**config.mk**
```make
export PLATFORM = sky130hd
export DESIGN_NAME = fetch_queue
export DESIGN_NICKNAME = d
export VERILOG_FILES = /design/src/rtl/fetch_queue.sv
export SDC_FILE = /design/constraint.sdc
export NUM_CORES = 1
export LEC_CHECK = 0
export CORE_MARGIN = 4
export CORE_UTILIZATION = 29
export CTS_BUF_LIST = sky130_fd_sc_hd__clkbuf_8
export DETAILED_ROUTE_END_ITERATION = 12
export PLACE_DENSITY = 0.53
export SLEW_MARGIN = 30
export SYNTH_ARGS = -nofsm -noshare
export SYNTH_HDL_FRONTEND = slang
export SYNTH_SLANG_ARGS = --single-unit
```
**constraint.sdc**
```tcl
create_clock -name clk -period 2.66 [get_ports clk]
set_input_delay 0.266 -clock clk [delete_from_list [all_inputs] [get_ports clk]]
set_output_delay 0.266 -clock clk [all_outputs]
set_load 0.02 [all_outputs]
```
**src/rtl/fetch_queue.sv**
```systemverilog
// fetch_queue: instruction fetch unit with a DEPTH-entry circular queue toward decode.
// Optional build macro FQ_BYPASS_EN: a response arriving into an empty queue is presented in the same cycle.
// Rev 1.0
`default_nettype none

module fetch_queue #(
   parameter int          DEPTH    = 4,
   parameter logic [29:0] RESET_PC = 30'h0
) (
   input  logic        clk,
   input  logic        rst,
   output logic        ireq,
   output logic [29:0] iaddr,
   input  logic [31:0] instr,
   input  logic        redir_valid,
   input  logic [29:0] redir_pc,
   input  logic        halt,
   output logic        fq_valid,
   input  logic        fq_ready,
   output logic [31:0] fq_instr,
   output logic [29:0] fq_pc
);

   localparam int              PW         = (DEPTH > 1) ? $clog2(DEPTH) : 1;
   localparam int              CW         = PW + 1;
   localparam logic [CW-1:0]   FULL_COUNT = CW'(DEPTH);

   typedef enum logic [1:0] {
      ST_RESET = 2'd0,
      ST_RUN   = 2'd1,
      ST_HOLD  = 2'd2
   } state_t;

   state_t        r_state;
   state_t        w_state;
   logic [29:0]   r_fetch_pc;
   logic [29:0]   r_inflight_pc;
   logic          r_inflight;
   logic [CW-1:0] r_count;
   logic [PW-1:0] r_rd_ptr;
   logic [PW-1:0] r_wr_ptr;
   logic [61:0]   r_mem [DEPTH];

   logic          w_room;
   logic          w_empty;
   logic          w_bypass;
   logic          w_push;
   logic          w_pop;
   logic [61:0]   w_head;

   always_ff @(posedge clk) begin
      if (rst) r_state <= ST_RESET;
      else     r_state <= w_state;
   end

   // The state entered this cycle governs issue, so HALT and reset release act without a bubble.
   always_comb begin
      w_state = r_state;
      ireq    = 1'b0;
      iaddr   = r_fetch_pc;
      w_room  = (r_count + {{(CW-1){1'b0}}, r_inflight}) < FULL_COUNT;
      if (rst) begin
         w_state = ST_RESET;
      end else begin
         case (r_state)
            ST_RESET: w_state = halt ? ST_HOLD : ST_RUN;
            ST_RUN:   w_state = halt ? ST_HOLD : ST_RUN;
            ST_HOLD:  w_state = halt ? ST_HOLD : ST_RUN;
            default:  w_state = ST_RESET;
         endcase
      end
      if (w_state == ST_RUN) ireq = redir_valid | w_room;
      if (redir_valid) iaddr = redir_pc;
   end

   assign w_empty = (r_count == '0);
   assign w_head  = r_mem[r_rd_ptr];

`ifdef FQ_BYPASS_EN
   assign w_bypass = w_empty && r_inflight && !rst && !redir_valid;
   assign fq_instr = w_empty ? instr : w_head[31:0];
   assign fq_pc    = w_empty ? r_inflight_pc : w_head[61:32];
`else
   assign w_bypass = 1'b0;
   assign fq_instr = w_head[31:0];
   assign fq_pc    = w_head[61:32];
`endif

   assign fq_valid = !rst && !redir_valid && (!w_empty || w_bypass);
   assign w_pop    = fq_valid && fq_ready && !w_empty;
   // A bypassed response that is consumed immediately never occupies a slot.
   assign w_push   = r_inflight && !rst && !redir_valid && !(w_bypass && fq_ready);

   always_ff @(posedge clk) begin
      if (w_push) r_mem[r_wr_ptr] <= {r_inflight_pc, instr};
   end

   always_ff @(posedge clk) begin
      r_inflight_pc <= iaddr;
      if (rst) begin
         r_count    <= '0;
         r_rd_ptr   <= '0;
         r_wr_ptr   <= '0;
         r_inflight <= 1'b0;
         r_fetch_pc <= RESET_PC;
      end else if (redir_valid) begin
         r_count    <= '0;
         r_rd_ptr   <= '0;
         r_wr_ptr   <= '0;
         r_inflight <= ireq;
         r_fetch_pc <= ireq ? redir_pc + 30'd1 : redir_pc;
      end else begin
         r_inflight <= ireq;
         if (ireq)   r_fetch_pc <= r_fetch_pc + 30'd1;
         if (w_push) r_wr_ptr   <= r_wr_ptr + 1'b1;
         if (w_pop)  r_rd_ptr   <= r_rd_ptr + 1'b1;
         case ({w_push, w_pop})
            2'b10:   r_count <= r_count + 1'b1;
            2'b01:   r_count <= r_count - 1'b1;
            default: r_count <= r_count;
         endcase
      end
   end

endmodule

`default_nettype wire

```
== After elaboration in Yosys (flattened, before gate mapping) ==
Memories as Yosys holds them, arrays and structs flattened. A register that Yosys moved wholly into a read port is not among the register bits.
Cells that the tools add are included.
Widths: inputs -> output; s select.
Cells by class
  $add $sub $neg: 7
  magnitude comparators: 1
  equality and inequality tests: 5
  mux-type cells: 13
  bitwise gates (word level): 1
  reductions and logical operators: 15
Operators with widths (count)
  $mux 30: 4
  $add 30x1->30 const B: 2
  $mux 2: 5
  $eq 2x1->1 const B: 3
  $logic_and 1x1->1: 6
  $pmux 3 s2: 1
  $add 2x1->2 const B: 2
  $eq 2x2->1 const B: 2
  $reduce_bool 2->1: 2
  $add 3x1->3: 1
  $add 3x1->3 const B: 1
  $logic_not 1->1: 3
  $logic_not 3->1: 1
  $lt 3x3->1 const B: 1
  $mux 1: 3
  $reduce_or 3->1: 1
  $sub 3x1->3 const B: 1
  $logic_not 2->1: 1
  $reduce_or 2->1: 1
  $or 1x1->1: 1
Storage, ports and cells
  register bits after elaboration: 70
  memory bits (writable): 248
  input bits: 67
  word-level logic and storage cells: 50
  memories: 1
Memory list
  r_mem: words 4, width 62, rd ports 1, clocked after memory_dff 1, wr ports 1, line 42  | logic [61:0] r_mem [DEPTH];

== Longest topological paths before layout ==
Gate-level depths: netlist of run 1.
  word-level depth: 8
  gate-level depth with buffers: 10
  gate-level depth less buffers: 8

== Least setup slack after synthesis of run 1 ==
Ideal clock, no wire load.
  path type: input -> register
  start: input rst
  end: memory r_mem[0][0] (enable)
  arrival: 2.250 ns
  path slack: -0.017 ns
  cell stages on the path: 3
  buffers on the path: 1
  cell sequence: clkbuf_1 > nor2_1 > and3_1
On the way
  word-level cells in the longest chain between the ends: 5
RTL lines
  start, declared: line 11  | input logic rst,
  $logic_not 1->1: line 92  | assign w_push = r_inflight && !rst && !redir_valid && !(w_bypass && fq_ready);
  $logic_and 1x1->1 (2 in a row): line 92
  $mux 1: line 95  | if (w_push) r_mem[r_wr_ptr] <= {r_inflight_pc, instr};
  $mux 1 (implied by the code): line 95
  end, declared: line 42
No other way between the ends.

==> results of run 1 <==
routing by layer:
layer	share of wire [%]	GRT usage [%]
met2	48	21.9
met1	43	17.5
met3	6.0	3.76
met5	0	0
met4	2.5	4.28
sequential cells by signal (all words and copies together), names as in the netlist, named ones only:
name / flops
r_mem: 248
r_fetch_pc: 30
r_inflight_pc: 30
r_count: 3
r_rd_ptr: 2
r_state: 2
r_wr_ptr: 2
r_inflight: 1
metrics by stage:
| stage | util, % | cells | hold slack (ps) | setup slack [ps] | instance area, um^2 |
|---|---|---|---|---|---|
| 5_1_grt | 38.0 | 1620 | 170 | 3.26 | 16800 |
| 2_1_floorplan | - | 757 | 365 | 195 | 13000 |
| 3_3_place_gp | 35.3 | 1508 | 454 | 92.7 | 15600 |
| 6_report | 38.0 | 1620 | 195 | 120 | 16800 |
| 3_5_place_dp | 35.3 | 1508 | 458 | 36.5 | 15600 |
| 4_1_cts | 37.9 | 1620 | 121 | 23.3 | 16800 |
layout make-up:
class,count,area (um^2)
inverter,14,52.6
multi-input combinational,381,3830
sequential,320,8900
fill,4188,27400
timing repair buffer,204,2040
tap,592,741
clock inverter,40,273
clock buffer,69,950
power breakdown:
group	internal, mW	switching (mW)
Combinational	0.300	0.323
Clock	2.74	2.02
Sequential	5.49	0.0799
Total	8.53	2.43
path summary, 6_finish.rpt:
kind                                       start        endpoint  slack (ps)  depth (start not counted)
worst min-delay path                 redir_valid   r_fetch_pc[3]         200                          3
worst max register to register        r_inflight  r_fetch_pc[12]         500                          5
worst min register to register  r_inflight_pc[8]    r_mem[2][40]         480                          0
worst max-delay path                   flip-flop       fq_pc[14]         120                          3
cell families after synthesis:
logic type / after synthesis / synth area share, %
flops: 320 / 68.5
simple gates: 180 / 8.95
mux: 99 / 14.0
buf+inv: 56 / 2.10
xor+xnor: 49 / 3.31
compound gates: 45 / 2.34
fa+ha+maj: 8 / 0.829
cells in the mapped netlist (3+ instances only):
cell      instances  area [um^2]
nor2_1           25         93.8
or3_1             3         18.8
nand2b_1          3         18.8
and3_1           15         93.8
nor4_1            6         37.5
mux2_2           29          327
buf_2             9         45.0
xnor2_1          38          333
inv_1            12         45.0
o211ai_1          4         30.0
and4_1            7         61.3
o22ai_1          16          100
xor2_1           11         96.3
nor4b_2           5         75.1
mux2i_1           6         60.1
o311ai_0          4         35.0
a21oi_1           7         35.0
nand3_1          26          130
nand2_1          23         86.3
edfxtp_1        248         7450
nor3_1           16         80.1
nand4_1          14         87.6
dfxtp_1          72         1440
ha_1              7         87.6
mux4_2           62         1400
nor4_2           15          188
and2_1            6         37.5
buf_1             3         11.3
clkbuf_1         25         93.8
placed cells by master, fill, tap and decap left out, types with 3 or more instances in the layout:
master           netlist  routed
or3_1                  3       3
o211ai_1               4       4
mux4_2                62      62
and2_1                 6       6
inv_1                 12      33
clkinv_1               1       6
clkdlybuf4s15_1        0       3
clkinv_2               0       8
dlygate4sd2_1          0      59
xnor2_1               38      38
and3_1                15      11
mux2i_1                6       6
clkbuf_8               2      69
nand3_1               26      26
nor4b_2                5       5
clkdlybuf4s50_1        0      97
o22ai_1               16      16
and3_4                 1       5
nand2b_1               3       3
and4_1                 7       7
dfxtp_1               72      69
nand2_1               23      23
bufinv_16              0       4
xor2_1                11      11
nor2_1                25      25
edfxtp_1             248     248
buf_4                  0      30
ha_1                   7       7
nor4_2                15      15
o311ai_0               4       4
nor4_1                 6       6
buf_12                 1      13
nor3_1                16      16
mux2_2                29      29
a21oi_1                7       7
nand4_1               14      14
tightest hold or removal path: cells and delay by family:
family / cells / cell delay (ps)
AO/OA/AOI/OAI: 1 / 110
buffers and inverters: 2 / 340
repair_timing:
action | in CTS | in global routing
buffers inserted | 3 | 0
gates resized for setup | 63 | 4
setup endpoints to repair | 63 | 1
==> impl_results.md, run 1 <==
* Syn nets at 832
* WP data arrival at 2270 ps
* Final Power at 11.0 mW
* Initial Util at 29.3%
* Share of flip-flops with an asynchronous set or reset at 0%
* Root Driver: clkbuf_8
* Die width at 220 um
* Outcome: finished clean
* DR pass1 iterations at 4
* Sequential area share after synthesis at 68.5%
* Crit-path max cell delay at 550 ps
* Final period util at 95.5%
* DIE AREA at 0.0482 mm^2
* Crit Path Max Fanout at 22
* Peak Freq at 394 MHz
* Cts-stage hold buffer count at 0
* Routed Antenna Nets at 0
* Peak VDD IR at 0.000326 V
* Max Cap Viol at 0
* Clk sinks at 320
* Setup TNS at 0 ps
* Clock skew at 32.0 ps
* CTS tree: done
* Vias after detailed routing at 7542
* Layout cells sized above 1 at 25.1%
* Core Area at 0.0442 mm^2
* Top delay family on crit path: buffers and inverters
* Layout area overhead at 29.3%
* Power Density at 653 mW/mm^2
* Cell row count at 77
* Detailed-route wire length per cell at 20.2 um
* Initial antenna violation count at 0
* Crit Path Class: reg2out
* CP Cell Sequence: buf_16 -> mux4_2 -> dlygate4sd2_1
* Hold WC Path Type: in2reg
* CP Capture Type: output pin
* CTS buffer count at 58
* First-pass GRT wire length at 48800 um
* Nets@finish at 1054
* Hpwl dp at 21200 um
* Fin. Hold Viols at 0
* H-tree level count at 2
* Final setup viols at 0
* Yosys reg bits at 320
* CTS clk-pin slew, worst paths at 60 ps
* Largest net degree at the start of global routing at 63
* IO Pins at 161
* Final Max Tran Viols at 0
* RSZ-0062 raised after global routing: false
* Yosys warns at 0
* Vias in the first global route at 7939
* Critical-path top delay cell: mux4_2
* Worst skew pair latency at 620 ps
* CP required at 2390 ps
* DRC errors left at 0
* Worst-margin pin slew at 707 ps
* Number of flops mapped to enable cells by yosys at 248
* Final GP Congestion at 0.761
* Mapped cell area at 0.0130 mm^2
* Clk buf depth at 3
* Startpoint types: flip-flop
* GRT overflow at 0
* Synth cell types at 58
* Relative max-transition margin at 52.7%
* GRT Resource Usage Total at 13.5%
* CP Buf/Inv Count at 2
* Drt via density at 4.66
* Mapped Avg Cell Area at 17.1 um^2
* Final wirelength at 32700 um
* DR iter-0 viols at 416
* Synthesized instance count at 757
* Die height at 220 um
* Top FF cell, synth: edfxtp_1
* IO buf count at 160
* Pleak at 5.48 nW
* Period minus WS final at 2540 ps
* # diodes at 0
Power figures use the tool's default switching activity.
==> inputs of run 2 (changes only) <==
- SLEW_MARGIN: 30 -> not set
==> results of run 2 <==
No change in the layout: final DEF, timing and power equal those of run 1.
==> inputs of run 3 (changes only) <==
- PLACE_DENSITY: 0.53 -> 0.51
- clock period: 2.66 -> 2.9 ns (I/O delays scaled with it)
==> run 3 against run 2 <==
Compared with the run above: worst hold slack worse by 68 ps; global-route usage is 0.11 points lower; cell count is 1.6% lower; flip-flop and latch count stayed put; clock power is 18% lower; largest cell class unchanged; highest routed layer is now met5.
==> impl_results.md, run 3 (synthesis results as in run 1) <==
* Setup TNS at 0 ps
* Critical-path top delay cell: clkdlybuf4s50_1
* Worst skew pair latency at 620 ps
* DR pass1 iterations at 4
* Final setup viols at 0
* Die width at 220 um
* CP required at 2610 ps
* Reg2reg path depth at 8
* R2R Setup Slk at 660 ps
* Critical register-to-register path startpoint: r_count[0]
* Layout area overhead at 27.0%
* FF-to-FF End: r_count[2]
* RSZ-0062 raised after global routing: false
* Fin. Hold Viols at 0
* Drt via density at 4.65
* Most frequent cells in the layout: edfxtp_1, clkdlybuf4s50_1, dfxtp_1
* Final Util at 37.3%
* Relative max-transition margin at 46.4%
* Most common cell after layout, fill and taps aside: edfxtp_1
* CTS buffer count at 54
* Largest Register: r_mem
* H-tree level count at 2
* Peak Freq at 363 MHz
* Clk buf depth at 3
* Hpwl dp at 20300 um
* Post-CTS Setup Inserts at 0
* Power Density at 580 mW/mm^2
* Critical Path Stages at 3
* GRT Resource Usage Total at 13.3%
* Startpoint types: flip-flop
* Crit Path Class: reg2out
* IO Pins at 161
* Final wirelength at 32400 um
* Number of flip-flops in the largest register at 248
* Period minus WS final at 2750 ps
* Final period util at 94.9%
* CTS tree: done
* Final WS setup at 147 ps
* Routed Antenna Nets at 0
* Core Area at 0.0442 mm^2
* Largest net degree at the start of global routing at 63
* CP Cell Sequence: buf_16 -> mux4_2 -> clkdlybuf4s50_1
* Clock skew at 21.3 ps
* Root Driver: clkbuf_8
* Initial Util at 29.3%
* Peak VDD IR at 0.000255 V
* Vias in the first global route at 7746
* Worst-margin pin slew at 804 ps
* Nets@finish at 1031
* Initial antenna violation count at 1
* Cell row count at 77
* DRC errors left at 0
* Biggest regs: r_mem x248, r_fetch_pc x30, r_inflight_pc x30
* Crit Path Max Fanout at 35
* Vias after detailed routing at 7415
* Hold WC Path Type: in2reg
* CTS clk-pin slew, worst paths at 60 ps
* Detailed-route wire length per cell at 20.3 um
* Layout cells sized above 1 at 23.5%
* Critical Path End: fq_pc[11]
* Clk sinks at 320
* Crit-path max cell delay at 610 ps
* Top delay family on crit path: buffers and inverters
* Pleak at 5.18 nW
* IO buf count at 160
* WP data arrival at 2460 ps
* DR iter-0 viols at 466
* First-pass GRT wire length at 48600 um
* Worst slack at placement at 199 ps
* Max Cap Viol at 0
* Hold Startpoint: redir_valid
* DIE AREA at 0.0482 mm^2
* GRT overflow at 0
* CP Capture Type: output pin
* CP Buf/Inv Count at 2
* Final Max Tran Viols at 0
* Final GP Congestion at 0.778
* Die height at 220 um
* Outcome: finished clean
[run 3: cell count changes in the layout (fill, tap and decap cells not counted), sizes merged, moves of 2 or more]
cell | previous run | this run
inv | 34 | 29
dlygate4sd2 | 59 | 0
clkdlybuf4s15 | 3 | 0
clkdlybuf4s50 | 97 | 159
clkbuf | 69 | 59
buf | 45 | 26
clkinvlp | 2 | 4
clkinv | 14 | 21
bufinv | 4 | 2
[run 3: how the worst min path moves through the flow]
| stage | slack (ps) | cells after the start | end |
|---|---|---|---|
| detailed placement | 460 | 0 | r_mem[0][39] |
| finish | 130 | 2 | r_fetch_pc[12] |
| CTS | 50 | 2 | r_fetch_pc[12] |
| global placement | 450 | 0 | r_mem[3][54] |
| floorplan | 390 | 0 | r_mem[0][0] |
| global route | 120 | 2 | r_fetch_pc[12] |
[run 3: cell type report]
type	instances	area [um^2]
flip-flops and latches	320	8900
well taps	592	741
repair buffers	185	1890
diodes	1	2.50
fillers	4133	27700
multi-input cells	381	3830
clock buffers	59	812
inverters	14	52.6
clock inverters	42	243
[run 3: per-layer routing]
metal | part of all wire (%) | track usage (%) | up-vias
li1 | - | - | 3422
met1 | 44 | 17.7 | 3747
met2 | 48 | 21.6 | 192
met3 | 5.4 | 3.32 | 52
met4 | 2.2 | 4.32 | 2
met5 | 0.040 | 0 | -
[run 3: through the flow]
stage | power (mW) | area [um^2] | std cells | hold slack, ps
floorplan | 5.44 | 13000 | 757 | 389
global placement | 5.78 | 15400 | 1492 | 453
detailed placement | 5.78 | 15400 | 1492 | 460
CTS | 9.75 | 16500 | 1593 | 49.9
global route | 10.0 | 16500 | 1593 | 116
finish | 9.56 | 16500 | 1594 | 128
[run 3: where the power goes]
group	switching, mW	leakage [nW]	internal [mW]
logic	0.292	1.73	0.276
clock network	1.81	0.602	2.06
registers	0.0735	2.84	5.04
[run 3: timing repair]
item                                    CTS  global route
gates resized for setup                   0             2
hold buffers                              0             0
endpoints found under the setup margin    0             2
